<file path="config.mk">
export PLATFORM = sky130hd
export DESIGN_NAME = secuenciador_registros_rtc
export DESIGN_NICKNAME = d
export VERILOG_FILES = /design/src/rtl/secuenciador_registros_rtc.sv
export SDC_FILE = /design/constraint.sdc
export NUM_CORES = 1
export LEC_CHECK = 0
export BUFFER_PORTS_ARGS = -buffer_cell sky130_fd_sc_hd__buf_2
export CAP_MARGIN = 20
export CORE_MARGIN = 2
export CORE_UTILIZATION = 30
export CTS_BUF_LIST = sky130_fd_sc_hd__clkbuf_4
export DETAILED_ROUTE_END_ITERATION = 10
export SLEW_MARGIN = 20
export SYNTH_ARGS = -nofsm -noshare
export SYNTH_HDL_FRONTEND = slang
export SYNTH_SLANG_ARGS = --single-unit
</file>
<file path="constraint.sdc">
create_clock -name clk -period 3.4 [get_ports clk]
set_input_delay 0.34 -clock clk [delete_from_list [all_inputs] [get_ports clk]]
set_output_delay 0.34 -clock clk [all_outputs]
set_load 0.02 [all_outputs]
</file>
<file path="src/rtl/secuenciador_registros_rtc.sv">
// Sequencer for the 9-register VGA bank: periodically reads all nine RTC registers over the
// PicoBlaze/RTC handshake, and hands one register group to the edit counters with a write-back when editing ends.
module secuenciador_registros_rtc #(
    parameter int TIMEOUT = 255
) (
    input  logic       clk,
    input  logic       reset,
    input  logic       scan_tick,
    input  logic       edit_en,
    input  logic [1:0] edit_group,
    input  logic       ack,
    output logic       rd_req,
    output logic       wr_req,
    output logic [7:0] addr,
    output logic [3:0] wr_sel,
    output logic [8:0] cs_reg,
    output logic [8:0] hold_reg,
    output logic       busy,
    output logic       err_timeout
);

    typedef enum logic [2:0] {
        S_IDLE,
        S_RD_REQ,
        S_RD_WAIT,
        S_LOAD,
        S_EDIT,
        S_WR_REQ,
        S_WR_WAIT
    } state_t;

    localparam logic [7:0] TO_LAST = 8'(TIMEOUT - 1);

    function automatic logic [7:0] map_addr(input logic [3:0] i);
        case (i)
            4'd0:    map_addr = 8'h21;
            4'd1:    map_addr = 8'h22;
            4'd2:    map_addr = 8'h23;
            4'd3:    map_addr = 8'h24;
            4'd4:    map_addr = 8'h25;
            4'd5:    map_addr = 8'h26;
            4'd6:    map_addr = 8'h41;
            4'd7:    map_addr = 8'h42;
            4'd8:    map_addr = 8'h43;
            default: map_addr = 8'h00;
        endcase
    endfunction

    function automatic logic [8:0] group_mask(input logic [1:0] g);
        case (g)
            2'd0:    group_mask = 9'h007;
            2'd1:    group_mask = 9'h038;
            2'd2:    group_mask = 9'h1C0;
            default: group_mask = 9'h000;
        endcase
    endfunction

    state_t     st_q, st_d;
    logic [3:0] idx_q, idx_d;
    logic [3:0] widx_q, widx_d;
    logic [7:0] cnt_q, cnt_d;
    logic       err_q, err_d;
    logic       rescan_q, rescan_d;

    logic       rd_req_q, rd_req_d;
    logic       wr_req_q, wr_req_d;
    logic [7:0] addr_q, addr_d;
    logic [3:0] wr_sel_q, wr_sel_d;
    logic [8:0] cs_q, cs_d;
    logic [8:0] hold_q, hold_d;
    logic       busy_q, busy_d;

    logic       edit_ok_s;
    logic       timeout_s;
    logic       wlast_s;
    logic [3:0] wbase_s;
    state_t     adv_st_s;
    logic [3:0] adv_idx_s;
    logic       adv_rescan_s;

    assign edit_ok_s = edit_en && (edit_group != 2'd3);
    assign timeout_s = (cnt_q == TO_LAST);
    assign wlast_s   = (widx_q == 4'd2) || (widx_q == 4'd5) || (widx_q == 4'd8);
    assign wbase_s   = {2'b00, edit_group} * 4'd3;

    // Decision taken at the end of every read transaction (after LOAD or a timeout);
    // the forced re-scan after a write-back is never aborted by editing.
    always_comb begin
        adv_st_s     = S_RD_REQ;
        adv_idx_s    = idx_q + 4'd1;
        adv_rescan_s = rescan_q;
        if (edit_ok_s && !rescan_q) begin
            adv_st_s  = S_EDIT;
            adv_idx_s = 4'd0;
        end else if (idx_q == 4'd8) begin
            adv_st_s     = S_IDLE;
            adv_idx_s    = 4'd0;
            adv_rescan_s = 1'b0;
        end else begin
            adv_st_s = S_RD_REQ;
        end
    end

    // Next-state logic of the sequencer.
    always_comb begin
        st_d     = st_q;
        idx_d    = idx_q;
        widx_d   = widx_q;
        cnt_d    = cnt_q;
        err_d    = err_q;
        rescan_d = rescan_q;
        case (st_q)
            S_IDLE: begin
                if (edit_ok_s) begin
                    st_d = S_EDIT;
                end else if (scan_tick) begin
                    st_d     = S_RD_REQ;
                    idx_d    = 4'd0;
                    err_d    = 1'b0;
                    rescan_d = 1'b0;
                end else begin
                    st_d = S_IDLE;
                end
            end
            S_RD_REQ: begin
                st_d  = S_RD_WAIT;
                cnt_d = 8'd0;
            end
            S_RD_WAIT: begin
                // Timeout has priority so an ack landing on the abandon cycle is ignored.
                if (timeout_s) begin
                    err_d    = 1'b1;
                    st_d     = adv_st_s;
                    idx_d    = adv_idx_s;
                    rescan_d = adv_rescan_s;
                end else if (ack) begin
                    st_d = S_LOAD;
                end else begin
                    cnt_d = cnt_q + 8'd1;
                end
            end
            S_LOAD: begin
                st_d     = adv_st_s;
                idx_d    = adv_idx_s;
                rescan_d = adv_rescan_s;
            end
            S_EDIT: begin
                if (edit_en) begin
                    st_d = S_EDIT;
                end else if (edit_group != 2'd3) begin
                    st_d   = S_WR_REQ;
                    widx_d = wbase_s;
                end else begin
                    st_d = S_IDLE;
                end
            end
            S_WR_REQ: begin
                st_d  = S_WR_WAIT;
                cnt_d = 8'd0;
            end
            S_WR_WAIT: begin
                if (timeout_s || ack) begin
                    if (timeout_s) begin
                        err_d = 1'b1;
                    end else begin
                        err_d = err_q;
                    end
                    if (wlast_s) begin
                        st_d     = S_RD_REQ;
                        idx_d    = 4'd0;
                        rescan_d = 1'b1;
                    end else begin
                        st_d   = S_WR_REQ;
                        widx_d = widx_q + 4'd1;
                    end
                end else begin
                    cnt_d = cnt_q + 8'd1;
                end
            end
            default: begin
                st_d  = S_IDLE;
                idx_d = 4'd0;
            end
        endcase
    end

    // Output decode from the next state so every output is a plain register.
    always_comb begin
        rd_req_d = (st_d == S_RD_WAIT);
        wr_req_d = (st_d == S_WR_WAIT);
        addr_d   = 8'h00;
        wr_sel_d = 4'd0;
        cs_d     = 9'h000;
        hold_d   = 9'h1FF;
        busy_d   = 1'b1;
        case (st_d)
            S_IDLE: begin
                busy_d = 1'b0;
            end
            S_RD_REQ, S_RD_WAIT: begin
                addr_d = map_addr(idx_d);
            end
            S_LOAD: begin
                addr_d = map_addr(idx_d);
                cs_d   = 9'h001 << idx_d;
                hold_d = ~(9'h001 << idx_d);
            end
            S_EDIT: begin
                busy_d = 1'b0;
                hold_d = ~group_mask(edit_group);
            end
            S_WR_REQ, S_WR_WAIT: begin
                addr_d   = map_addr(widx_d);
                wr_sel_d = widx_d;
            end
            default: begin
                busy_d = 1'b0;
            end
        endcase
    end

    // State and output registers.
    always_ff @(posedge clk or negedge reset) begin
        if (!reset) begin
            st_q     <= S_IDLE;
            idx_q    <= 4'd0;
            widx_q   <= 4'd0;
            cnt_q    <= 8'd0;
            err_q    <= 1'b0;
            rescan_q <= 1'b0;
            rd_req_q <= 1'b0;
            wr_req_q <= 1'b0;
            addr_q   <= 8'h00;
            wr_sel_q <= 4'd0;
            cs_q     <= 9'h000;
            hold_q   <= 9'h1FF;
            busy_q   <= 1'b0;
        end else begin
            st_q     <= st_d;
            idx_q    <= idx_d;
            widx_q   <= widx_d;
            cnt_q    <= cnt_d;
            err_q    <= err_d;
            rescan_q <= rescan_d;
            rd_req_q <= rd_req_d;
            wr_req_q <= wr_req_d;
            addr_q   <= addr_d;
            wr_sel_q <= wr_sel_d;
            cs_q     <= cs_d;
            hold_q   <= hold_d;
            busy_q   <= busy_d;
        end
    end

    assign rd_req      = rd_req_q;
    assign wr_req      = wr_req_q;
    assign addr        = addr_q;
    assign wr_sel      = wr_sel_q;
    assign cs_reg      = cs_q;
    assign hold_reg    = hold_q;
    assign busy        = busy_q;
    assign err_timeout = err_q;

endmodule

</file>
==> insert_results.sql <==
INSERT INTO impl_metrics (metric_group, metric, value, unit) VALUES
('outcome', 'outcome', 'complete, no violations', ''),
('critical_path', 'worstReg2RegStart', 'cnt_q[0]', ''),
('die', 'die_height', '103', 'um'),
('critical_path', 'reg2reg_to', 'addr[1]', ''),
('detailed_routing', 'drtPass1Iterations', '5', ''),
('clocking', 'clock_sinks', '51', ''),
('pwr', 'power_density', '789', 'nW/um^2'),
('placement', 'port-buffer-count', '37', ''),
('die', 'design.core.area', '9640', 'um^2'),
('critical_path', 'worst_ep_required_time', '3730', 'ps'),
('critical_path', 'cp_common_cell', 'ha_1', ''),
('timing', 'relative_slew_slack', '59.3', '%'),
('layout', 'final_common_cell', 'dfrtp_1', ''),
('layout', 'area.sequential', '1290', 'um^2'),
('timing', 'maxClockFrequency', '317', 'MHz'),
('worst_hold_path', 'min_delay_worst_endpoint', 'wr_req', ''),
('timing', 'fin_tns_setup', '0', 'ps'),
('placement', 'place_hpwl', '4920', 'um'),
('critical_path', 'worst_r2r_path_depth', '11', ''),
('clocking', 'cts.htree.levels', '2', ''),
('critical_path', 'worstPathArrival', '3480', 'ps'),
('timing', 'timing.final.crit_period', '3150', 'ps'),
('worst_hold_path', 'hold_path.class', 'input pin to flip-flop', ''),
('layout', 'layout-area-overhead-vs-synth', '12.6', '%'),
('logic_synthesis', 'synth_enable_flop_cells', '0', ''),
('timing', 'setup-violations-final', '0', ''),
('detailed_routing', 'drc', '0', ''),
('clocking', 'tritoncts', 'built', ''),
('critical_path', 'timing.critical_path.max_delay_family', 'compound AO/OA/AOI/OAI gates', ''),
('critical_path', 'critical_path.cell_chain', 'inv_1 -> ha_1 -> and3_1 -> a21oi_4 -> a21o_1 -> or2_1 -> a32oi_1 -> ha_1 -> o221ai_1 -> a21boi_0 -> o211ai_1', ''),
('timing', 'finalHoldViolCount', '0', ''),
('clocking', 'cts_buffers', '5', ''),
('job', 'maxCapViolCount', '0', ''),
('logic_synthesis', 'avgSynthCellArea', '10.1', 'um^2'),
('pwr', 'power.static_leakage', '1.60', 'nW'),
('timing', 'timing_max_transition_violations_final', '0', ''),
('layout', 'n_antenna_cell', '0', ''),
('logic_synthesis', 'synth_top_cells_by_area', 'dfrtp_1 36%, ha_1 8.1%, dfstp_2 8.1%, inv_1 2.7%, nor2_1 2.2%', ''),
('clocking', 'clkSlewWorstSetupHoldPaths', '180', 'ps'),
('layout', 'final_cell_mix', '42 x dfrtp_1, 37 x buf_2, 21 x inv_1', ''),
('logic_synthesis', 'yosysTopAreaCell', 'dfrtp_1', ''),
('logic_synthesis', 'netlist_area_before_placement', '2930', 'um^2'),
('detailed_routing', 'first_iter_violations', '155', ''),
('critical_path', 'timing.critical_path.fanout_max', '6', ''),
('detailed_routing', 'num_vias', '2274', ''),
('layout', 'final_layout_size_suffix_gt1_share', '26.1', '%'),
('clocking', 'clock_tree.buffer_depth', '2', ''),
('die', 'start_util', '30.4', '%'),
('grt', 'vias_in_the_first_global_route', '2170', ''),
('clocking', 'cts_root_buffer', 'clkbuf_4', ''),
('grt', 'gr-total-overflow', '0', ''),
('detailed_routing', 'postRouteWirelength', '6710', 'um'),
('layout', 'fillers', '1033', ''),
('grt', 'grt_pass1_wl', '11000', 'um'),
('timing', 'final.hold.worst_slack', '352', 'ps'),
('clocking', 'worst_skew_pair.late_latency', '390', 'ps'),
('detailed_routing', 'route.detailed.wl_per_inst', '14.5', 'um'),
('logic_synthesis', 'post_synth_num_cell_types', '68', ''),
('critical_path', 'crit_path_start_kind', 'flip-flop', ''),
('logic_synthesis', 'synth_top_cell_area_share', '35.9', '%'),
('grt', 'track_usage', '13.4', '%'),
('timing', 'final.setup_skew', '20.3', 'ps'),
('die', 'die-area', '10600', 'um^2'),
('timing', 'rsz_0062_raised_after_global_routing', 'no', ''),
('pwr', 'vdd.ir_drop.worst', '0.000349', 'V'),
('pwr', 'total_power', '2.60', 'mW'),
('worst_hold_path', 'min_delay_path_depth', '3', ''),
('timing', 'worst_pin_slew', '605', 'ps'),
('layout', 'multiInputGateArea', '1450', 'um^2'),
('logic_synthesis', 'async_reset_ff_share', '100', '%'),
('critical_path', 'critPathSlowestCell', 'dfrtp_1', '');
-- timing repair --
action	4_1_cts	5_1_grt
buffers inserted	0	0
endpoints found under the hold margin	24	0
setup endpoints to repair	0	4
gates resized for setup	0	1
hold buffers	1	0
-- logic make-up after synthesis --
logic type	synth area share (%)
fa+ha+maj	8.12
simple gates	20.7
compound gates	18.6
other cells	0.128
xor+xnor	1.20
buf+inv	6.96
flops	44.0
mux	0.342
-- power breakdown --
part / switching (mW) / leakage (nW) / internal, mW
registers: 0.126 / 0.652 / 0.790
logic: 0.867 / 0.909 / 0.506
clock network: 0.223 / 0.0373 / 0.0890
total: 1.22 / 1.60 / 1.39
-- tightest hold or removal path: cells and delay by family --
family	cells	cell delay [ps]
AO/OA/AOI/OAI	2	240
buffers and inverters	1	140
-- through the flow --
step / std cells / instance area [um^2] / setup slack [ps] / util (%)
6_report: 462 / 3300 / 248 / 34.2
4_1_cts: 462 / 3290 / 277 / 34.1
3_5_place_dp: 453 / 3210 / 336 / 33.3
2_1_floorplan: 292 / 2940 / 602 / -
3_3_place_gp: 453 / 3210 / 383 / 33.3
5_1_grt: 462 / 3300 / 26.1 / 34.2
-- cell usage after synthesis, drive strengths merged, types with 5 or more instances --
master  instances
a211o           5
a21o           10
a21oi          10
and2            9
and3            9
buf            13
dfrtp          42
dfstp           9
ha             19
inv            22
nand2          15
nand3          12
nor2           18
nor3            9
o21ai          14
o22ai           6
or3             5
-- routing by layer --
layer / vias up / wire, um / track usage (%)
met1: 1097 / 3300 / 19.3
li1: 1103 / - / -
met3: 10 / 337 / 2.58
met5: - / 0 / 0
met4: 0 / 131 / 4.45
met2: 64 / 2950 / 20.3
-- how the worst max path moves through the flow --
stage             start  cells after the start  slack, ps         to
2_1_floorplan  cnt_q[0]                     12        600    addr[6]
3_3_place_gp   cnt_q[0]                     11        380    addr[1]
3_5_place_dp   cnt_q[0]                     10        340  cs_reg[5]
4_1_cts        cnt_q[0]                     11        280    addr[1]
5_1_grt        cnt_q[0]                     11         30    addr[1]
6_report       cnt_q[0]                     11        250    addr[1]
-- area by class of cell --
| type | instances | share of cell area (%) |
|---|---|---|
| Clock inverter | 3 | 0.873 |
| Inverter | 22 | 2.58 |
| Sequential cell | 51 | 39.1 |
| Timing Repair Buffer | 44 | 7.29 |
| Tap cell | 133 | 5.05 |
| Multi-Input combinational cell | 204 | 44.0 |
| Clock buffer | 5 | 1.14 |
No activity file was read; power rests on OpenSTA's default activity.
